===== src/rtl/quad_emu_pkg.sv =====
// Shared constants, FSM state type and phase-advance helper for the quadrature encoder emulator.
// Latency: n/a (package only).
// Backpressure: n/a (package only).
package quad_emu_pkg;

    // Quadrature phase codes, written as {A,B}
    localparam logic [1:0] PH_00 = 2'b00;
    localparam logic [1:0] PH_10 = 2'b10;
    localparam logic [1:0] PH_11 = 2'b11;
    localparam logic [1:0] PH_01 = 2'b01;

    // Rotation direction: CW means A leads B
    localparam logic DIR_CW  = 1'b1;
    localparam logic DIR_CCW = 1'b0;

    typedef enum logic [1:0] {
        IDLE = 2'd0,
        RUN  = 2'd1,
        FIN  = 2'd2
    } emu_state_t;

    // One Gray-code step of the {A,B} phase in the requested direction
    function automatic logic [1:0] next_phase(input logic [1:0] ph, input logic dir);
        logic [1:0] nxt;
        nxt = ph;
        if (dir == DIR_CW) begin
            case (ph)
                PH_00:   nxt = PH_10;
                PH_10:   nxt = PH_11;
                PH_11:   nxt = PH_01;
                default: nxt = PH_00;
            endcase
        end else begin
            case (ph)
                PH_00:   nxt = PH_01;
                PH_01:   nxt = PH_11;
                PH_11:   nxt = PH_10;
                default: nxt = PH_00;
            endcase
        end
        return nxt;
    endfunction

endpackage


===== src/rtl/step_timer.sv =====
// Loadable, self-reloading down-counter producing a periodic single-cycle tick.
// Latency: tick every DIV enabled cycles after load; PRE_TICK moves the tick one cycle earlier (at count 1).
// Backpressure: none; the counter only advances while en is high.
module step_timer #(
    parameter int DIV      = 4,
    parameter bit PRE_TICK = 1'b0
) (
    input  logic clk_100MHz,
    input  logic rst_n,
    input  logic load,
    input  logic en,
    output logic tick
);

    localparam int             W      = (DIV > 1) ? $clog2(DIV) : 1;
    localparam logic [W-1:0]   RELOAD = W'(DIV - 1);
    // PRE_TICK fires on the cycle before the count reaches zero so that a
    // registered consumer shows its update in the cycle the count reads zero.
    localparam logic [W-1:0]   TICK_AT = PRE_TICK ? W'(1) : '0;

    logic [W-1:0] cnt;

    // Count down while enabled; reload on explicit load or on reaching zero
    always_ff @(posedge clk_100MHz or negedge rst_n) begin
        if (!rst_n) begin
            cnt <= '0;
        end else if (load || (en && (cnt == '0))) begin
            cnt <= RELOAD;
        end else if (en) begin
            cnt <= cnt - 1'b1;
        end
    end

    assign tick = en && (cnt == TICK_AT);

endmodule


===== src/rtl/quad_encoder_emulator.sv =====
// Plays step commands out as quadrature A/B edges and generates fixed-width push-button pulses.
// Latency: first edge STEP_DIV cycles after accept, then one edge per STEP_DIV cycles; done one cycle after the last edge.
// Backpressure: cmd_ready is high only in IDLE; cmd_valid is ignored otherwise, so the source holds it until accepted.
module quad_encoder_emulator
    import quad_emu_pkg::*;
#(
    parameter int STEP_DIV = 100000,
    parameter int CNT_W    = 8,
    parameter int BTN_CYC  = 1000000
) (
    input  logic             clk_100MHz,
    input  logic             rst_n,
    input  logic             cmd_valid,
    output logic             cmd_ready,
    input  logic             cmd_dir,
    input  logic [CNT_W-1:0] cmd_steps,
    input  logic             btn_req,
    output logic             A,
    output logic             B,
    output logic             BTN,
    output logic             busy,
    output logic             done
);

    emu_state_t       state;
    logic             dir_q;
    logic [CNT_W-1:0] rem;
    logic [1:0]       phase;
    logic             accept;
    logic             step_tick;
    logic             btn_start;
    logic             btn_tick;

    assign accept = (state == IDLE) && cmd_valid && cmd_ready;

    // Edge-rate divider: loaded on accept, free-running only while a command plays
    step_timer #(
        .DIV      (STEP_DIV),
        .PRE_TICK (1'b1)
    ) u_step_timer (
        .clk_100MHz (clk_100MHz),
        .rst_n      (rst_n),
        .load       (accept),
        .en         (state == RUN),
        .tick       (step_tick)
    );

    // Command FSM; busy/done/cmd_ready are registered alongside the state.
    // cmd_ready only re-arms from inside IDLE, which leaves one settling cycle
    // after FIN before a new command can be taken.
    always_ff @(posedge clk_100MHz or negedge rst_n) begin
        if (!rst_n) begin
            state     <= IDLE;
            cmd_ready <= 1'b1;
            busy      <= 1'b0;
            done      <= 1'b0;
            dir_q     <= DIR_CW;
            rem       <= '0;
            phase     <= PH_00;
        end else begin
            case (state)
                IDLE: begin
                    done <= 1'b0;
                    if (accept) begin
                        cmd_ready <= 1'b0;
                        dir_q     <= cmd_dir;
                        rem       <= cmd_steps;
                        if (cmd_steps != '0) begin
                            state <= RUN;
                            busy  <= 1'b1;
                        end else begin
                            state <= FIN;
                            done  <= 1'b1;
                        end
                    end else begin
                        cmd_ready <= 1'b1;
                    end
                end
                RUN: begin
                    if (rem == '0) begin
                        state <= FIN;
                        busy  <= 1'b0;
                        done  <= 1'b1;
                    end else if (step_tick) begin
                        phase <= next_phase(phase, dir_q);
                        rem   <= rem - 1'b1;
                    end
                end
                FIN: begin
                    done  <= 1'b0;
                    state <= IDLE;
                end
                default: begin
                    state <= IDLE;
                end
            endcase
        end
    end

    assign A = phase[1];
    assign B = phase[0];

    // A press can only start while the button is released; requests during a press are dropped
    assign btn_start = btn_req && !BTN;

    // Press-width timer, counting only while the button is held
    step_timer #(
        .DIV      (BTN_CYC),
        .PRE_TICK (1'b0)
    ) u_btn_timer (
        .clk_100MHz (clk_100MHz),
        .rst_n      (rst_n),
        .load       (btn_start),
        .en         (BTN),
        .tick       (btn_tick)
    );

    // Button output: set on a new press, cleared when the press timer expires
    always_ff @(posedge clk_100MHz or negedge rst_n) begin
        if (!rst_n) begin
            BTN <= 1'b0;
        end else if (btn_start) begin
            BTN <= 1'b1;
        end else if (btn_tick) begin
            BTN <= 1'b0;
        end
    end

endmodule


===== config.mk =====
export PLATFORM = sky130hd
export DESIGN_NAME = quad_encoder_emulator
export DESIGN_NICKNAME = d
export VERILOG_FILES = /design/src/rtl/quad_emu_pkg.sv /design/src/rtl/step_timer.sv /design/src/rtl/quad_encoder_emulator.sv
export SDC_FILE = /design/constraint.sdc
export NUM_CORES = 1
export LEC_CHECK = 0
export CAP_MARGIN = 20
export CORE_ASPECT_RATIO = 2
export CORE_UTILIZATION = 35
export DETAILED_ROUTE_END_ITERATION = 12
export GPL_TIMING_DRIVEN = 0
export PLACE_DENSITY_LB_ADDON = 0.05
export SETUP_SLACK_MARGIN = 0.3
export SKIP_CTS_REPAIR_TIMING = 1
export SLEW_MARGIN = 20
export SYNTH_ARGS = -nofsm -noshare
export SYNTH_HDL_FRONTEND = slang
export SYNTH_SLANG_ARGS = --single-unit

===== constraint.sdc =====
create_clock -name clk_100MHz -period 2.3 [get_ports clk_100MHz]
set_clock_uncertainty 0.15 [all_clocks]
set_input_delay 0.46 -clock clk_100MHz [delete_from_list [all_inputs] [get_ports clk_100MHz]]
set_output_delay 0.46 -clock clk_100MHz [all_outputs]
set_load 0.005 [all_outputs]

# Word-level counts from Yosys, hierarchy flattened
# Index checks and enable logic that the tools add are counted.
# W data, S select, Z words.
totals:
  reg_bits: 54
  inputBits: 13
  out_inout_bits: 6
  word_cells: 77
classes:
  n_addsub: 3
  eq_ne: 11
  mux: 26
  bitwise: 1
  n_reduce_logical: 26
ops:
  columns: ["operator", "count"]
  rows:
  - ["$mux W20", 2]
  - ["$mux W17", 2]
  - ["$mux W8", 3]
  - ["$logic_not A20 Y1", 1]
  - ["$sub A20 B1 Y20 const B", 1]
  - ["$eq A17 B1 Y1 const B", 1]
  - ["$logic_not A17 Y1", 1]
  - ["$sub A17 B1 Y17 const B", 1]
  - ["$pmux W8 S2", 1]
  - ["$pmux W2 S3", 2]
  - ["$mux W1", 9]
  - ["$logic_not A8 Y1", 1]
  - ["$mux W2", 4]
  - ["$reduce_and A4 Y1", 2]
  - ["$reduce_bool A2 Y1", 4]
  - ["$reduce_bool A8 Y1", 1]
  - ["$sub A8 B1 Y8 const B", 1]
  - ["$eq A2 B2 Y1 const B", 3]
  - ["$logic_and A1 B1 Y1", 6]
  - ["$ne A2 B2 Y1 const B", 3]
  - ["$reduce_and A2 Y1", 3]
  - ["$eq A2 B1 Y1 const B", 2]
  - ["$logic_not A2 Y1", 2]
  - ["$ne A2 B1 Y1 const B", 2]
  - ["8 further kinds", 9]

# Depth between registers and ports, before layout
depth:
  depth_word: 5
  ltp_mapped: 9
  depth_no_buf: 7

# Cells and area by module
# From an unflattened synthesis, not the netlist that was laid out.
unflattened:
  hier_cells: 320
  hier_area_um2: 3140.5
modules_own_cells:
  columns: ["module", "n_inst", "cells_each", "area_per_inst_um2", "seq_area_each_um2"]
  rows:
  - ["quad_encoder_emulator", 1, 122, 1166.1, 427.9]
  - ["step_timer (u_btn_timer)", 1, 109, 1057.3, 500.5]
  - ["step_timer (u_step_timer)", 1, 89, 917.1, 425.4]

# Worst setup path after synthesis
# OpenSTA, ideal clock, no wires.
synth_path:
  path_kind: "register -> register"
  start: "register u_step_timer.cnt[9]"
  end: "register rem[4]"
  setup_time_ns: 0.079
  t_arrival_ns: 1.924
  required_time_ns: 2.071
  slack_ns: 0.147
  path_stages_with_launch: 7
  path_buffers: 1
  period_less_slack_ns: 2.153
  cell_sequence: "dfrtp_1 -> or4_4 -> nor3_4 -> nand4_1 -> buf_4 -> nor4b_4 -> mux2i_1"
synth_between:
  elab_chain_len: 4
synth_lines:
  columns: ["item", "line_no", "source"]
  rows:
  - ["from (decl)", "step_timer.sv:21", "logic [W-1:0] cnt;"]
  - ["from (signal assigned)", "step_timer.sv:30", "cnt <= cnt - 1'b1;"]
  - ["$eq A17 B1 Y1", "step_timer.sv:34", "assign tick = en && (cnt == TICK_AT);"]
  - ["$logic_and A1 B1 Y1", "step_timer.sv:34", null]
  - ["$ne A2 B2 Y1 (no line)", null, null]
  - ["$reduce_and A4 Y1 (no line)", null, null]
  - ["to (signal assigned)", "quad_encoder_emulator.sv:67", "rem <= cmd_steps;"]
  - ["to (signal assigned)", "quad_encoder_emulator.sv:86", "rem <= rem - 1'b1;"]
  - ["to (decl)", "quad_encoder_emulator.sv:27", "logic [CNT_W-1:0] rem;"]
# Every way passes these cells.
# A chain may end at the register's enable or synchronous reset.

# Worst setup path in the final report
layout_path:
  start: "register u_step_timer.cnt[11]"
  end: "register rem[4]"
# The elaborated chain is that of the path after synthesis.

==> run metrics <==
status=complete, but fails checks; failing checks=negative setup slack; final slew viol count=0; Final GP Congestion=0.824; crit path max fanout=7; wire per inst=17.1 um; Worst VDD drop=0.541 mV; Final WS setup=-59.1 ps; Vias/cell=5.43; Synth top area share=41.9%; CTS tree=built; die area=9280 um2; core area=8650 um2; cell taking the most area after synthesis=dfrtp_1; Peak Freq=0.424 GHz; WS Path Type=flip-flop to flip-flop; leading cell types by total area after synthesis=dfrtp_1 (42%), xnor2_1 (6.8%), nand2_1 (4.7%); synthesized area per cell=9.33 um2; commonest cells in the netlist=dfrtp_1 (52), nand2_1 (39), nor2_1 (35); Arrival @ worst endpoint=2440 ps; clk slew on worst S/H paths=80 ps; H-tree levels=2; Remaining Overflow, GRT=0; synth unique cells=54; HP Class=flip-flop to flip-flop; Setup crit start kind=flip-flop; chip height=135 um; YS warnings=0; worst-skew pair later-pin latency=300 ps; share of post-route cells with drive strength above 1=25.4%; period utilisation layout=103%; Hold Path Stages=2; Final setup viols=3; CP endpoint kind=flip-flop; drt first pass iters=4; CP peak stage delay=580 ps; CTS root buffer=clkbuf_16; Worst path depth=6; Post-DP HPWL=5870 um; Most used DFF post-synth=dfrtp_1; Slowest cell on crit path=or4_4; Total Wirelength=8240 um; most common cell in the netlist=dfrtp_1; max_cap viols=0; Initial Util=35.9%; vias in the first global route=2583; initial antenna violation count=0; Total GRT Usage=19.3%; Max clock buf depth=2; Pleak=1.58 nW; Synth Net Count=356; total power=3.91 mW; first-pass GRT wire length=13000 um; pre-CTS setup slack=-304 ps; num ports=19; Horiz. Die Dim=68.6 um; Slew headroom=73.6%; DR iter-0 viols=74; CP Data Required Time=2380 ps; synthesized flop and latch total=54; Ant. Diodes=0; Mapped Cells=333; P&R area growth vs syn=29.7%; Worst-Margin Slew=393 ps; largest net degree at the start of global routing=45; # clock sinks=54; async set-reset flop share out of synthesis=100%; DR vias=2617; register area share after synthesis=43.6%; EDFF count, synth=0; cell family with most CP delay=simple AND/OR/NAND/NOR gates; Post-Synthesis Cell Area=3110 um2; unrepaired setup endpoints after global routing=yes; ANT nets after route=0; worst reg2reg path depth=6; Cell Pwr Density=970 nW/um2; fin nets=404; final hold violations=0; I/O Buffers=18; CTS Buf Count=5; row cnt=48; number of fill cells=863; Remaining DRCs=0; Cell Chain, Critical Path=or4_4 -> nor3_4 -> nand4_1 -> buf_6 -> nor4b_4 -> mux2i_1; Buf/Inv on CP=1; Final Critical Period=2360 ps
## path summary, 6_finish.rpt
| kind | from | endpoint | slack [ps] |
|---|---|---|---|
| hold / removal | done$_DFFE_PN0P_ | done$_DFFE_PN0P_ | 380 |
| setup reg to reg | u_step_timer.cnt[11]$_DFFE_PN0P_ | rem[4]$_DFFE_PN0P_ | -60 |
| min in group asynchronous | rst_n | done$_DFFE_PN0P_ | 390 |
| max in group asynchronous | rst_n | dir_q$_DFFE_PN1P_ | 1080 |
| hold reg to reg | done$_DFFE_PN0P_ | done$_DFFE_PN0P_ | 380 |
| setup / recovery | u_step_timer.cnt[11]$_DFFE_PN0P_ | rem[4]$_DFFE_PN0P_ | -60 |
## cells by family (layout without fill, tap and decap cells)
| group | after synthesis | count (layout) | share of synthesized area (%) |
|---|---|---|---|
| adder cells (fa/ha/maj) | 10 | 10 | 4.03 |
| AO/OA/AOI/OAI | 55 | 55 | 12.0 |
| buffers and inverters | 25 | 74 | 3.14 |
| flip-flops | 54 | 54 | 43.6 |
| XOR/XNOR | 32 | 32 | 9.02 |
| multiplexers | 9 | 9 | 3.02 |
| AND/OR/NAND/NOR | 148 | 148 | 25.2 |
## power by group
part / internal, mW / switching, mW
clock network: 0.516 / 0.368
logic: 0.709 / 0.802
registers: 1.19 / 0.329
total: 2.41 / 1.50
## registers in the layout, indices dropped and copies added, names as in the netlist
signal / flops
phase: 2
rem: 8
u_step_timer.cnt: 17
BTN: 1
busy: 1
dir_q: 1
u_btn_timer.cnt: 20
state: 2
done: 1
cmd_ready: 1
## worst reg2reg max path: cells and delay by family (launching register included)
kind	cells	cell delay, ps
buffers and inverters	1	190
AND/OR/NAND/NOR	4	1360
multiplexers	1	210
flip-flops	1	390
## area by class of cell
class                   instances  area, um2  share of cell area (%)
multi-input cells             254       1870                    46.4
clock inverters                 2       37.5                   0.931
clock buffers                   6        129                    3.20
plain buffers                  13       86.3                    2.14
repair buffers                 41        379                    9.40
inverters                      12       45.0                    1.12
flip-flops and latches         54       1360                    33.7
well taps                     100        125                    3.10
## stage by stage
stage          setup TNS, ps  utilization (%)  hold slack, ps  instance area (um2)  std cells
2_1_floorplan              0                -            14.4                 3130        333
3_3_place_gp          -72510             39.8             361                 3440        451
3_5_place_dp           -6860             40.1             170                 3460        452
4_1_cts                -1360             42.0            -159                 3630        460
5_1_grt                 -394             46.6             401                 4030        482
6_report                -118             46.6             379                 4030        482
## metal layers
layer / vias up / routed length (um) / GRT usage, %
met1: 1295 / 3030 / 19.5
met4: 0 / 248 / 9.38
met3: 14 / 136 / 2.61
li1: 1275 / - / -
met5: - / 0 / 0
met2: 33 / 4830 / 36.2
## cells in the final DEF, fill, tap and decap left out, drive strengths merged, types with 4 or more instances in the layout
master,netlist,routed
ha,10,10
nor2,35,35
a22o,4,4
nand4,7,7
o21ai,11,11
xnor2,24,24
dfrtp,52,52
or2,5,5
or4,10,10
nor4,10,10
clkdlybuf4s50,0,16
nor3,17,17
a21oi,13,13
clkbuf,12,13
nand2,39,39
xor2,8,8
buf,1,29
mux2i,6,6
nand3,6,6
inv,12,12
Power figures use the tool's default switching activity.
